**src/rtl/wb_arbiter.sv**
```systemverilog
// wb_arbiter: single write port of the register file.
// Merges a fixed-latency ALU writeback stream with a valid/ready LSU
// writeback stream. The ALU always owns the port. LSU results wait in a
// small FIFO and drain in cycles the ALU leaves free. Writes to register 0
// are dropped. An ALU write squashes any buffered LSU write to the same
// register, because the ALU result is the younger value.
//
// Optional feature macro: WB_BYPASS_EN
//   When defined, an LSU result that arrives while the FIFO is empty and
//   the ALU is idle goes straight to the output registers (1-cycle latency).
//   When undefined, every LSU result passes through the FIFO (latency >= 2).
module wb_arbiter #(
  parameter int DEPTH  = 4,
  parameter int DATA_W = 32,
  parameter int ADDR_W = 5
) (
  input  logic                   clk,
  input  logic                   reset,
  input  logic                   alu_valid,
  input  logic [ADDR_W-1:0]      alu_reg,
  input  logic [DATA_W-1:0]      alu_data,
  input  logic                   lsu_valid,
  output logic                   lsu_ready,
  input  logic [ADDR_W-1:0]      lsu_reg,
  input  logic [DATA_W-1:0]      lsu_data,
  output logic                   reg_write,
  output logic [ADDR_W-1:0]      write_reg,
  output logic [DATA_W-1:0]      write_data,
  output logic [$clog2(DEPTH):0] fifo_count,
  output logic                   idle
);

  localparam int PTR_W = $clog2(DEPTH);
  localparam int CNT_W = PTR_W + 1;

  // FIFO storage; live=0 marks a slot superseded by a younger ALU write.
  logic [ADDR_W-1:0] slot_reg  [DEPTH];
  logic [DATA_W-1:0] slot_data [DEPTH];
  logic [DEPTH-1:0]  slot_live;

  logic [PTR_W-1:0]  head;
  logic [PTR_W-1:0]  tail;
  logic [CNT_W-1:0]  count;

  logic alu_hit;
  logic lsu_xfer;
  logic lsu_nonzero;
  logic fifo_empty;
  logic pop;
  logic push;
  logic push_live;
  logic bypass;

  // Ready looks only at the registered count, so a full FIFO stays
  // not-ready even in a cycle that pops.
  assign lsu_ready   = reset & (count < CNT_W'(DEPTH));
  assign fifo_count  = count;
  assign idle        = (count == '0) & ~reg_write;

  assign alu_hit     = alu_valid & (alu_reg != '0);
  assign lsu_xfer    = lsu_valid & lsu_ready;
  assign lsu_nonzero = (lsu_reg != '0);
  assign fifo_empty  = (count == '0);

`ifdef WB_BYPASS_EN
  assign bypass      = fifo_empty & ~alu_valid & lsu_xfer & lsu_nonzero;
`else
  assign bypass      = 1'b0;
`endif

  // The ALU holds the port; the head only moves in a cycle without an ALU write.
  assign pop         = ~alu_hit & ~fifo_empty;
  // Register-0 transfers complete the handshake but are never stored.
  assign push        = lsu_xfer & lsu_nonzero & ~bypass;
  // A same-cycle ALU write to the same register makes the LSU value stale on arrival.
  assign push_live   = ~(alu_hit & (alu_reg == lsu_reg));

  // Slot contents: squash matching entries on an ALU write, then store the new tail entry.
  always_ff @(posedge clk) begin
    if (!reset) begin
      slot_live <= '0;
    end else begin
      if (alu_hit) begin
        for (int i = 0; i < DEPTH; i++) begin
          if (slot_reg[PTR_W'(i)] == alu_reg) begin
            slot_live[i] <= 1'b0;
          end
        end
      end
      if (push) begin
        slot_reg[tail]  <= lsu_reg;
        slot_data[tail] <= lsu_data;
        slot_live[tail] <= push_live;
      end
    end
  end

  // Head/tail pointers and occupancy count, including squashed slots.
  always_ff @(posedge clk) begin
    if (!reset) begin
      head  <= '0;
      tail  <= '0;
      count <= '0;
    end else begin
      if (push) begin
        tail <= tail + PTR_W'(1);
      end
      if (pop) begin
        head <= head + PTR_W'(1);
      end
      count <= count + CNT_W'(push) - CNT_W'(pop);
    end
  end

  // Registered write port: ALU first, then the bypass path, then the FIFO head.
  always_ff @(posedge clk) begin
    if (!reset) begin
      reg_write  <= 1'b0;
      write_reg  <= '0;
      write_data <= '0;
    end else if (alu_hit) begin
      reg_write  <= 1'b1;
      write_reg  <= alu_reg;
      write_data <= alu_data;
    end else if (bypass) begin
      reg_write  <= 1'b1;
      write_reg  <= lsu_reg;
      write_data <= lsu_data;
    end else if (pop) begin
      // A squashed head is consumed without a write; the index/data hold.
      reg_write <= slot_live[head];
      if (slot_live[head]) begin
        write_reg  <= slot_reg[head];
        write_data <= slot_data[head];
      end
    end else begin
      reg_write <= 1'b0;
    end
  end

endmodule
```
**config.mk**
```make
export PLATFORM = sky130hd
export DESIGN_NAME = wb_arbiter
export DESIGN_NICKNAME = d
export VERILOG_FILES = /design/src/rtl/wb_arbiter.sv
export SDC_FILE = /design/constraint.sdc
export NUM_CORES = 1
export LEC_CHECK = 0
export ABC_AREA = 1
export CORE_MARGIN = 10
export CORE_UTILIZATION = 59
export DETAILED_ROUTE_END_ITERATION = 6
export PLACE_DENSITY = 0.85
export SLEW_MARGIN = 25
export SYNTH_ARGS = -nofsm -noshare
export SYNTH_HDL_FRONTEND = slang
export SYNTH_SLANG_ARGS = --single-unit
```
**constraint.sdc**
```tcl
create_clock -name clk -period 6.8 [get_ports clk]
set_input_delay 1.36 -clock clk [delete_from_list [all_inputs] [get_ports clk]]
set_output_delay 1.36 -clock clk [all_outputs]
set_load 0.005 [all_outputs]
```
# Word-level counts from Yosys, hierarchy flattened
# Memory sizes are Yosys's and may differ from the RTL's. A register that Yosys moved wholly into a read port is not among the register bits.
# Cells that the tools add are included.
[classes] mux=27 bitwise_logic=11 n_eq_ne=5 order_cmp=4 reduce_logical=7 addsub=4
[ops] operator="two-way mux 32 bit" n=3
[ops] operator="== test 5 bit" n=5
[ops] operator="two-way mux 5 bit" n=3
[ops] operator="two-way mux 4 bit" n=3
[ops] operator="two-way mux 1 bit" n=11
[ops] operator="nonzero test 5 bit" n=2
[ops] operator="two-way mux 2 bit" n=4
[ops] operator="AND 1 bit" n=7
[ops] operator="< comparator 2 x 3 -> 1 bit, second input constant" n=2
[ops] operator="adder 2 x 1 -> 2 bit, second input constant" n=2
[ops] operator="bitwise mux 4 bit" n=1
[ops] operator="inverter 1 bit" n=4
[ops] operator="nonzero test 2 bit" n=2
[ops] operator="adder 3 x 1 -> 3 bit" n=1
[ops] operator="zero test 3 bit" n=1
[ops] operator="< comparator 3 bit, second input constant" n=1
[ops] operator="subtractor 3 x 1 -> 3 bit" n=1
[ops] operator="binary-select mux 1 bit (select 2 bit)" n=1
[ops] operator="demux 1 bit (select 2 bit)" n=1
[ops] operator=">= comparator 2 x 1 -> 1 bit, second input constant" n=1
[ops] operator="AND reduction 2 bit" n=1
[ops] operator="logical AND 1 bit" n=1
[word_totals] reg_bits=49 memories=2 ramBits=148 input_bits=78
[mem_list] name="slot_data" depth=4 word_bits=32 rd=1 rd_clocked_by_memory_dff=1 write_ports=1 line_no="38" source="logic [DATA_W-1:0] slot_data [DEPTH];"
[mem_list] name="slot_reg" depth=4 word_bits=5 rd=5 rd_clocked_by_memory_dff=1 write_ports=1 line_no="37" source="logic [ADDR_W-1:0] slot_reg [DEPTH];"

# Logic depth before layout (Yosys ltp)
# Gate-level depths: netlist of run 1.
[logic_depth] ltp_word=7 ltp_mapped=12 ltp_nobuf=11

# Worst setup path after synthesis of run 1
# OpenSTA, ideal clock, no wires.
[synth_timing] path_type="in2reg" startpoint="input port alu_reg[4]" endpoint="register count[2], in the netlist fifo_count[2]" path_slack_ns=3.722 t_required_ns=6.675 setup_time_ns=0.125 path_buffers=1 arrival_ns=2.953 cell_stages=12 cell_sequence="buf_2 inv_2 nand4_4 nand2_4 nand2_1 xor2_1 ha_1 inv_1 fa_1 xor2_1 o21ai_0 a21oi_1"
[synth_between] elab_chain_len=5
[synth_rtl] element="start: declaration" line_no="20" source="input logic [ADDR_W-1:0] alu_reg,"
[synth_rtl] element="nonzero test 5 bit" line_no="60" source="assign alu_hit = alu_valid & (alu_reg != '0);"
[synth_rtl] element="AND 1 bit" line_no="60"
[synth_rtl] element="inverter 1 bit" line_no="72" source="assign pop = ~alu_hit & ~fifo_empty;"
[synth_rtl] element="AND 1 bit" line_no="72"
[synth_rtl] element="subtractor 3 x 1 -> 3 bit" line_no="111" source="count <= count + CNT_W'(push) - CNT_W'(pop);"
[synth_rtl] element="end signal: assignment" line_no="111"
[synth_rtl] element="end: declaration" line_no="43" source="logic [CNT_W-1:0] count;"
# Every way passes these cells.
# A chain may end at the register's enable or synchronous reset.

# Worst setup path in the final report of run 1
[layout_timing] startpoint="input port alu_reg[2]" endpoint="register write_reg[4]"
[layout_between] elab_chain_len=6 elab_cells_between_ends=8 cone_classes="1 x mux; 3 x bitwise; 4 x reduce/logical"
[layout_rtl] element="nonzero test 5 bit (*)" line_no="60"
[layout_rtl] element="AND 1 bit (*)" line_no="60"
[layout_rtl] element="inverter 1 bit" line_no="72"
[layout_rtl] element="AND 1 bit" line_no="72"
[layout_rtl] element="nonzero test 2 bit (no source line)"
[layout_rtl] element="AND reduction 2 bit (no source line)"
[layout_rtl] element="end signal: assignment" line_no="123" source="write_reg <= alu_reg;"
[layout_rtl] element="end signal: assignment" line_no="127" source="write_reg <= lsu_reg;"
[layout_rtl] element="end signal: assignment" line_no="133" source="write_reg <= slot_reg[head];"
[layout_rtl] element="end: declaration" line_no="27" source="output logic [ADDR_W-1:0] write_reg,"
# Mark *: on every way between the ends. The rest lies on a longest branch, timed or not.

==> summary.txt, run 1 <==
Critical path
  – Worst EP required: 7.15 ns
  – Setup CP Type: in2reg
  – Setup crit end kind: flop
  – Worst-path fanout max: 44
  – CP max stage cell: inv_2
  – Arrival @ worst endpoint: ~4.5 ns
  – Critical Path Source Type: primary input
  – Max incr delay on CP: ~0.83 ns
  – Worst-path cell chain: clkdlybuf4s50_1, nor2_4, nand4_4, nand2_4, nand2_2, inv_2, nand2_1, a21oi_1
  – Reg2reg start: head[0]
  – Crit path launch: alu_reg[2]

Cells and area
  – Commonest non-fill, non-tap cell in the layout: nor2_1
  – Layout Nets: 1026
  – Fin cells: 1135
  – Register area: about 5500 um^2
  – Largest register FFs: 128
  – Finished Cell Area: slightly above 10000 um^2
  – Layout cells sized above 1: 0.0503
  – Area Growth Syn to Fin: 20.7%
  – Most frequent cells in the layout: 186 x nor2_1, 176 x nand2_1, 148 x edfxtp_1
  – Area of the multi-input gates: between 2000 and 3000 um^2
  – Fillers: 959
  – Antenna cells: 0

Routing
  – 1st-iter DRT viols: 620
  – Final ANT Viol Nets: 0
  – Top sig layer: met4
  – Number of remaining DRC errors: 0
  – DR WL met3: 1350 um
  – Met2 WL post-DR: 9910 um
  – Pre-Repair DR Iteration Count: 5
  – WL final: roughly 20000 um
  – Routed vias: 6271
  – Vias per cell: 5.53
  – Met1 wire length: 8230 um
  – DR WL/cell: between 15 and 20 um

Timing
  – Worst slew margin: 0.333
  – Min cycle time layout: a little over 4 ns
  – Setup TNS: 0 ns
  – Period Utilization, post-route: 0.605
  – RSZ-0062 raised after global routing: false
  – Clock Skews: 0.00942 ns
  – Fin. Hold Viols: 0
  – Fmax: ~240 MHz
  – Worst slew pin tran: 0.998 ns
  – Setup-failing EPs final: 0
  – Slew Viols, Final: 0

Clock tree
  – Clk slew on worst S/H paths: approximately 0.070 ns
  – CTS buffer count: 17
  – Hold_buf cts: 0
  – Clk_lat worst skew: 0.43 ns
  – Post-CTS Setup Bufs: 0
  – Sink Count: 199
  – CTS tree: built
  – Max Buffers Root-to-Sink: 2
  – Root buffer cell: clkbuf_16
  – Post-CTS Resized: 0
  – CTS H-Tree Depth: 4

Global routing
  – Global-route wire length before repair: 31000 um
  – Gr usage total: 0.196
  – GR Overflow Total: 0
  – Vias in the first global route: 6039
  – Initial antenna violation count: 0
  – Largest net degree at the start of global routing: 77

Floorplan
  – IO Pins: 121
  – Core ar.: ~14000 um^2
  – Site Rows: 43
  – Starting density of the core: 0.606
  – Die height: around 140 um
  – Die area: 19500 um^2
  – DIE WIDTH: 140 um

Logic synthesis
  – Top-area cell type share of the netlist area: 0.526
  – Seq/Total Area, Yosys: 0.647
  – Yosys warns: 0
  – Synth top area cells: edfxtp_1 53%, dfxtp_1 12%, nor2_1 8.3%
  – Synth area leader: edfxtp_1
  – Synth cell types: 26
  – Syn Area/Cell: 9.95 um^2
  – Flops & latches, synth: 199
  – Mapped Nets: 933
  – Syn Inst Count: 849
  – Mapped Area: 8450 um^2

Place
  – Cells after DPL: 1103
  – Placed inst area: 9590 um^2
  – DP HPWL: 11900 um
  – Placer Congestion: ~0.9
  – IO Port Bufs: 120

Pwr
  – PwrDens: approximately 310 nW/um^2
  – Pleak: about 3.9 nW
  – Tot Pwr: 3.16 mW
  – VDD IR max: 0.000190 V

Outcome
  – Status: finished, final reports clean

Run
  – Max cap viols: 0

Min path
  – Min-delay src: write_reg[4]
  – HP Class: reg2reg
[layout make-up]
class / instances / share of cell area
repair buffers: 121 / 0.118
clock inverters: 12 / 0.0142
flip-flops and latches: 199 / 0.536
inverters: 35 / 0.0133
clock buffers: 20 / 0.0449
multi-input cells: 568 / 0.251
well taps: 180 / 0.0221
[logic make-up after synthesis]
logic type,after synthesis,share of synthesized area
AO/OA/AOI/OAI,163,0.0984
XOR/XNOR,19,0.0197
adder cells (fa/ha/maj),6,0.00978
buffers and inverters,82,0.0499
flip-flops,199,0.647
AND/OR/NAND/NOR,380,0.175
[worst max-delay path, delay by kind of cell]
kind                   cells  cell delay, ns
AO/OA/AOI/OAI              1            0.16
buffers and inverters      2            1.42
AND/OR/NAND/NOR            5            1.49
[where the power goes]
| part | switching (mW) | internal, mW | total, mW |
|---|---|---|---|
| clock network | 0.421 | 0.599 | 1.02 |
| registers | 0.0529 | 1.40 | 1.45 |
| logic | 0.409 | 0.276 | 0.685 |
| total | 0.882 | 2.28 | 3.16 |
[final timing paths]
check	end	slack (ns)	cells after the start
setup / recovery	write_reg[4]	2.68	8
hold / removal	write_reg[4]	0.48	2
setup reg to reg	write_reg[4]	4.35	8
hold reg to reg	write_reg[4]	0.48	2
[metal layers]
metal  GRT usage  up-vias
met5           0        -
met4      0.0745        0
met3      0.0476       26
met2       0.334      229
met1       0.235     2996
li1            -     3020
[through the flow]
stage,util,worst slack [ns],hold WS (ns)
2_1_floorplan,-,3.72,0.460
3_3_place_gp,0.688,2.37,0.466
3_5_place_dp,0.688,2.30,0.472
4_1_cts,0.731,2.73,0.482
5_1_grt,0.731,2.47,0.499
6_report,0.731,2.68,0.480
[synthesized netlist by cell type, drive strengths merged]
cell / instances
xor2: 5
dfxtp: 51
nand2: 178
nand4: 1
ha: 5
clkinv: 1
nand3: 14
nor2: 187
fa: 1
xnor2: 14
buf: 33
o211ai: 6
inv: 34
a21oi: 15
o21ai: 142
clkbuf: 14
edfxtp: 148
(Power assumes the default switching activity.)
==> run 2, diff against run 1 <==
CORE_UTILIZATION = 54   (was 59)
PLACE_DENSITY = 0.79   (was 0.85)
clock period = 3.98 ns   (was 6.8 ns; I/O delays follow)
==> summary.txt, run 2 (same netlist as run 1, synthesis figures left out) <==
Cells and area
  – Commonest non-fill, non-tap cell in the layout: nor2_1
  – Area of the multi-input gates: 2560 um^2 (unchanged)
  – Layout Nets: 1037 (+1.1%)
  – Largest register FFs: 128 (unchanged)
  – Most frequent cells in the layout: 186 x nor2_1, 176 x nand2_1, 148 x edfxtp_1
  – Layout cells sized above 1: 0.0621 (+0.0119)
  – Fillers: 1112 (+16%)
  – Register area: 5470 um^2 (unchanged)
  – Antenna cells: 0 (unchanged)
  – Util after Layout: 0.680 (-0.0514)
  – Area Growth Syn to Fin: 22.9%

Critical path
  – Critical Path Source Type: primary input
  – Worst EP required: 4.30 ns (-2.85 ns)
  – Arrival @ worst endpoint: 3.26 ns (-1.21 ns)
  – Crit Reg-Reg Endpoint: fifo_count[2]
  – Setup crit end kind: flop
  – R2r setup slk: 1.62 ns (-2.73 ns)
  – Reg2reg start: fifo_count[2]
  – Worst-path fanout max: 11 (-75%)
  – R2r worst-path depth: 11 (+3)
  – Setup CP Type: in2reg

Global routing
  – Initial antenna violation count: 0 (unchanged)
  – Largest net degree at the start of global routing: 77 (unchanged)
  – Vias in the first global route: 6004 (-0.58%)
  – GR Overflow Total: 0 (unchanged)
  – Gr usage total: 0.191 (-0.00502)
  – Global-route wire length before repair: 32200 um (+3.7%)

Timing
  – Min cycle time layout: 2.94 ns
  – Period Utilization, post-route: 0.740
  – Setup TNS: 0 ns (unchanged)
  – RSZ-0062 raised after global routing: false
  – Fin. Hold Viols: 0 (unchanged)
  – Worst slew margin: 0.408 (+0.0748)
  – Worst slew pin tran: 0.887 ns (-0.112 ns)
  – Slew Viols, Final: 0 (unchanged)
  – Setup-failing EPs final: 0 (unchanged)
  – Clock Skews: 0.00963 ns (+0.000210 ns)
  – Fmax: about 340 MHz

Floorplan
  – DIE WIDTH: 145 um (+3.9%)
  – Die area: 21000 um^2 (+7.9%)
  – Die height: 145 um (+3.9%)
  – IO Pins: 121 (unchanged)
  – Starting density of the core: 0.554 (-0.0526)
  – Site Rows: 45 (+4.7%)
  – Core ar.: 15300 um^2 (+9.5%)

Min path
  – Min-delay src: write_reg[2]
  – HP Class: reg2reg
  – Min-Delay Path Depth: 2 (unchanged)
  – Hold Path End: write_reg[2]

Pwr
  – Clock share of power: 0.332 (+0.009)
  – PwrDens: 530 nW/um^2 (+71%)
  – Pleak: 3.93 nW (+1.7%)
  – Reg power frac: 0.450 (-0.010)
  – Gate power share: 0.217 (about the same)
  – Int Pwr: 3.98 mW (+75%)
  – VDD IR max: 0.000398 V (+110%)
  – Net Sw Power: 1.53 mW (+73%)
  – Sw Share: 0.277 (-0.00206)
  – Tot Pwr: 5.50 mW (+74%)

Routing
  – Met1 wire length: 8360 um (+1.7%)
  – 1st-iter DRT viols: 620 (unchanged)
  – Vias per cell: 5.30 (-4.2%)
  – Routed vias: 6233 (-0.61%)
  – Top sig layer: met4
  – Pre-Repair DR Iteration Count: 7 (+2)
  – Number of remaining DRC errors: 0 (unchanged)
  – WL final: 20500 um (+3.6%)
  – Final ANT Viol Nets: 0 (unchanged)
  – DR WL/cell: 17.4 um (about the same)
  – DR WL met3: 1720 um (+28%)
  – Met2 WL post-DR: 10100 um (+1.8%)

Clock tree
  – Clk_lat worst skew: 0.43 ns (about the same)
  – CTS tree: built
  – Max Buffers Root-to-Sink: 2 (unchanged)
  – Post-CTS Resized: 0 (unchanged)
  – Post-CTS Setup Bufs: 0 (unchanged)
  – Clk slew on worst S/H paths: 0.07 ns (about the same)
  – CTS H-Tree Depth: 4 (unchanged)
  – Hold_buf cts: 0 (unchanged)
  – Root buffer cell: clkbuf_16
  – Sink Count: 199 (unchanged)
  – CTS buffer count: 17 (unchanged)

Place
  – DP HPWL: 12700 um (+6.3%)
  – IO Port Bufs: 120 (unchanged)
  – Placer Congestion: 0.900 (+0.35%)

Outcome
  – Status: finished, final reports clean

Run
  – Max cap viols: 0 (unchanged)
[run 2: how the worst max path moves through the flow]
stage          startpoint            end  slack (ns)  cells after the start
2_1_floorplan  alu_reg[4]  fifo_count[2]        1.47                     12
3_3_place_gp   alu_reg[2]  fifo_count[2]        0.74                     12
3_5_place_dp   alu_reg[2]  fifo_count[2]        0.65                     12
4_1_cts        alu_reg[2]  fifo_count[2]        1.12                     12
5_1_grt        alu_reg[2]  fifo_count[2]        0.88                     12
6_report       alu_reg[2]  fifo_count[2]        1.04                     12
[run 2: layer usage]
layer  vias to the layer above  GRT usage
met5                         -          0
met4                         0     0.0768
met3                        26     0.0500
met2                       257      0.317
met1                      2913      0.233
li1                       3037          -
[run 2: power groups by stage]
stage | clock, mW | combinational, mW | sequential, mW
2_1_floorplan | 0 | 0.740 | 2.51
3_3_place_gp | 0 | 1.16 | 2.51
3_5_place_dp | 0 | 1.18 | 2.52
4_1_cts | 1.84 | 1.20 | 2.48
5_1_grt | 1.92 | 1.33 | 2.49
6_report | 1.83 | 1.19 | 2.48
[run 2: through the flow]
| stage | cells | hold slack (ns) | area, um^2 | setup slack [ns] |
|---|---|---|---|---|
| after floorplan | 849 | 0.460 | 8450 | 1.47 |
| after global placement | 1145 | 0.453 | 9730 | 0.744 |
| after detailed placement | 1145 | 0.456 | 9730 | 0.655 |
| after CTS | 1177 | 0.467 | 10400 | 1.12 |
| after global routing | 1177 | 0.500 | 10400 | 0.884 |
| final | 1177 | 0.467 | 10400 | 1.04 |
[run 2: area by class of cell]
cell class,count,area share
Timing Repair Buffer,132,0.126
Tap cell,211,0.0254
Clock inverter,12,0.0168
Sequential cell,199,0.527
Inverter,35,0.0130
Clock buffer,20,0.0450
Multi-Input combinational cell,568,0.247
[run 2: critical path: stages]
cell and delay, ns:
clkdlybuf4s50_1 0.63, nor2_4 0.21, nand4_4 0.10, nand2_4 0.18
nand2_1 0.18, xor2_1 0.18, ha_1 0.16, inv_1 0.05
fa_1 0.37, xor2_1 0.16, o21ai_0 0.17, a21oi_1 0.06
==> run 3, diff against run 2 <==
clock period = 2.8 ns   (was 3.98 ns; I/O delays follow)
==> summary.txt, run 3 (same netlist as run 1, synthesis figures left out) <==
Outcome
  – Status: finished, final reports clean

Cells and area
  – Fillers: 1134 (+2.0%)
  – Finished Cell Area: 10500 um^2 (+1.3%)
  – Util after Layout: 0.689 (+0.00869)
  – Layout cells sized above 1: 0.0802 (+0.0181)
  – Most frequent cells in the layout: 186 x nor2_1, 176 x nand2_1, 148 x edfxtp_1
  – Commonest non-fill, non-tap cell in the layout: nor2_1
  – Area Growth Syn to Fin: 24.4%
  – Layout Nets: 1056 (+1.8%)
  – Antenna cells: 0 (unchanged)
  – Largest register FFs: 128 (unchanged)

Global routing
  – Global-route wire length before repair: 32200 um (+0.11%)
  – Gr usage total: 0.190 (-0.000652)
  – GR Overflow Total: 0 (unchanged)
  – Initial antenna violation count: 0 (unchanged)
  – Largest net degree at the start of global routing: 77 (unchanged)
  – Vias in the first global route: 6208 (+3.4%)

Timing
  – Worst slew margin: 0.438 (+0.0294)
  – Worst slew pin tran: 0.844 ns (-0.0430 ns)
  – Setup TNS: 0 ns (unchanged)
  – Slew Viols, Final: 0 (unchanged)
  – Fin. Hold Viols: 0 (unchanged)
  – Clock Skews: 0.00851 ns (-0.00112 ns)
  – Setup ws final: 0.591 ns (-0.446 ns)
  – Fmax: 453 MHz
  – Period Utilization, post-route: 0.789
  – Setup-failing EPs final: 0 (unchanged)
  – RSZ-0062 raised after global routing: false
  – Min cycle time layout: about 2.2 ns

Critical path
  – Setup crit end kind: output pin
  – R2r worst-path depth: 11 (unchanged)
  – Critical Path Source Type: flop
  – Most frequent CP cell: nor2_1
  – Worst-path cell chain: nor2_1, nand2_1, nor2_1, clkdlybuf4s50_1
  – R2r setup slk: 0.85 ns (-0.77 ns)
  – Arrival @ worst endpoint: 1.65 ns (-1.61 ns)
  – Worst EP required: 2.24 ns (-2.06 ns)
  – Worst-path fanout max: 5 (-6)
  – Setup CP Type: reg2out
  – Reg2reg start: fifo_count[2]
  – Max incr delay on CP: 0.51 ns (-0.12 ns)
  – Crit Reg-Reg Endpoint: fifo_count[2]
  – CP max stage cell: clkdlybuf4s50_1

Pwr
  – Pleak: 4.00 nW (+1.9%)
  – Int Pwr: 5.40 mW (+36%)
  – Sw Share: 0.293 (+0.0160)
  – Tot Pwr: 7.64 mW (+39%)
  – Reg power frac: 0.460 (+0.010)
  – Clock share of power: 0.308 (-0.024)
  – Net Sw Power: 2.24 mW (+47%)
  – PwrDens: 727 nW/um^2 (+37%)
  – Gate power share: 0.232 (+0.015)
  – VDD IR max: 0.000456 V (+14%)

Place
  – IO Port Bufs: 120 (unchanged)
  – DP HPWL: 12900 um (+1.8%)
  – Pre-CTS WS: 0.131 ns (-0.524 ns)
  – Placed inst area: 9940 um^2 (+2.1%)
  – Placer Congestion: 0.814 (-9.5%)

Floorplan
  – DIE WIDTH: 145 um (unchanged)
  – Starting density of the core: 0.554 (unchanged)
  – Die area: 21000 um^2 (unchanged)
  – Die height: 145 um (unchanged)
  – Site Rows: 45 (unchanged)
  – Core ar.: 15300 um^2 (unchanged)
  – IO Pins: 121 (unchanged)

Min path
  – Min-delay src: write_reg[2]
  – Min-Delay Path Depth: 2 (unchanged)
  – Hold Path End: write_reg[2]
  – HP Class: reg2reg

Clock tree
  – Root buffer cell: clkbuf_16
  – Hold_buf cts: 0 (unchanged)
  – Clk slew on worst S/H paths: 0.07 ns (about the same)
  – Post-CTS Setup Bufs: 0 (unchanged)
  – CTS buffer count: 17 (unchanged)
  – Sink Count: 199 (unchanged)
  – Max Buffers Root-to-Sink: 2 (unchanged)
  – Clk_lat worst skew: 0.44 ns (about the same)
  – Post-CTS Resized: 0 (unchanged)
  – CTS H-Tree Depth: 4 (unchanged)
  – CTS tree: built

Routing
  – Final ANT Viol Nets: 0 (unchanged)
  – Number of remaining DRC errors: 0 (unchanged)
  – WL final: 20500 um (-0.36%)
  – Vias per cell: 5.26 (-0.61%)
  – Pre-Repair DR Iteration Count: 5 (-2)
  – DR WL/cell: 17.1 um (-1.9%)
  – Routed vias: 6295 (+0.99%)
  – 1st-iter DRT viols: 639 (+3.1%)

Run
  – Max cap viols: 0 (unchanged)
## run 3: changes by cell type in the layout (fill, tap and decap cells not counted), moves of 2 or more
cell / previous run / this run
inv_8: 0 / 3
clkbuf_8: 3 / 0
inv_2: 9 / 11
buf_12: 2 / 7
clkinv_2: 3 / 1
bufinv_16: 4 / 1
buf_4: 10 / 24
inv_6: 0 / 3
## run 3: per-stage QoR
step	hold slack, ns	std cells
after detailed placement	0.463	1164
after CTS	0.475	1196
after global routing	0.494	1196
after global placement	0.459	1164
final	0.479	1196
after floorplan	0.460	849
## run 3: power groups by stage
stage               logic, mW  registers, mW  clock network [mW]
floorplan                1.05           3.56                   0
global placement         1.71           3.57                   0
detailed placement       1.77           3.58                   0
CTS                      1.78           3.51                2.38
global route             1.98           3.53                2.50
finish                   1.77           3.51                2.35
## run 3: final cells by class
type	instances	area (um^2)	share of cell area
repair buffers	151	1520	0.144
clock buffers	18	429	0.0408
inverters	35	131	0.0125
clock inverters	14	143	0.0136
multi-input cells	568	2560	0.243
well taps	211	264	0.0251
flip-flops and latches	199	5470	0.520
## run 3: critical path: cells and delay by family (launching register included)
family                 cells  cell delay, ns
buffers and inverters      1            0.51
and+or+nand+nor            3            0.35
DFF                        1            0.36
## run 3: how the worst max path moves through the flow
stage               slack [ns]  depth (start not counted)       endpoint           from
floorplan                 0.52                         12  fifo_count[2]     alu_reg[4]
global placement          0.18                         11  fifo_count[2]     lsu_reg[3]
detailed placement        0.13                         11  fifo_count[2]     lsu_reg[3]
CTS                       0.56                          4           idle  fifo_count[1]
global route              0.46                         11  fifo_count[2]     lsu_reg[3]
finish                    0.59                          4           idle  fifo_count[1]
## run 3: metal layers
metal | up-vias | global-route usage | routed length (um)
met4 | 0 | 0.0642 | 316
li1 | 3078 | - | -
met5 | - | 0 | 0
met3 | 25 | 0.0435 | 1360
met1 | 2964 | 0.231 | 8500
met2 | 228 | 0.327 | 10300
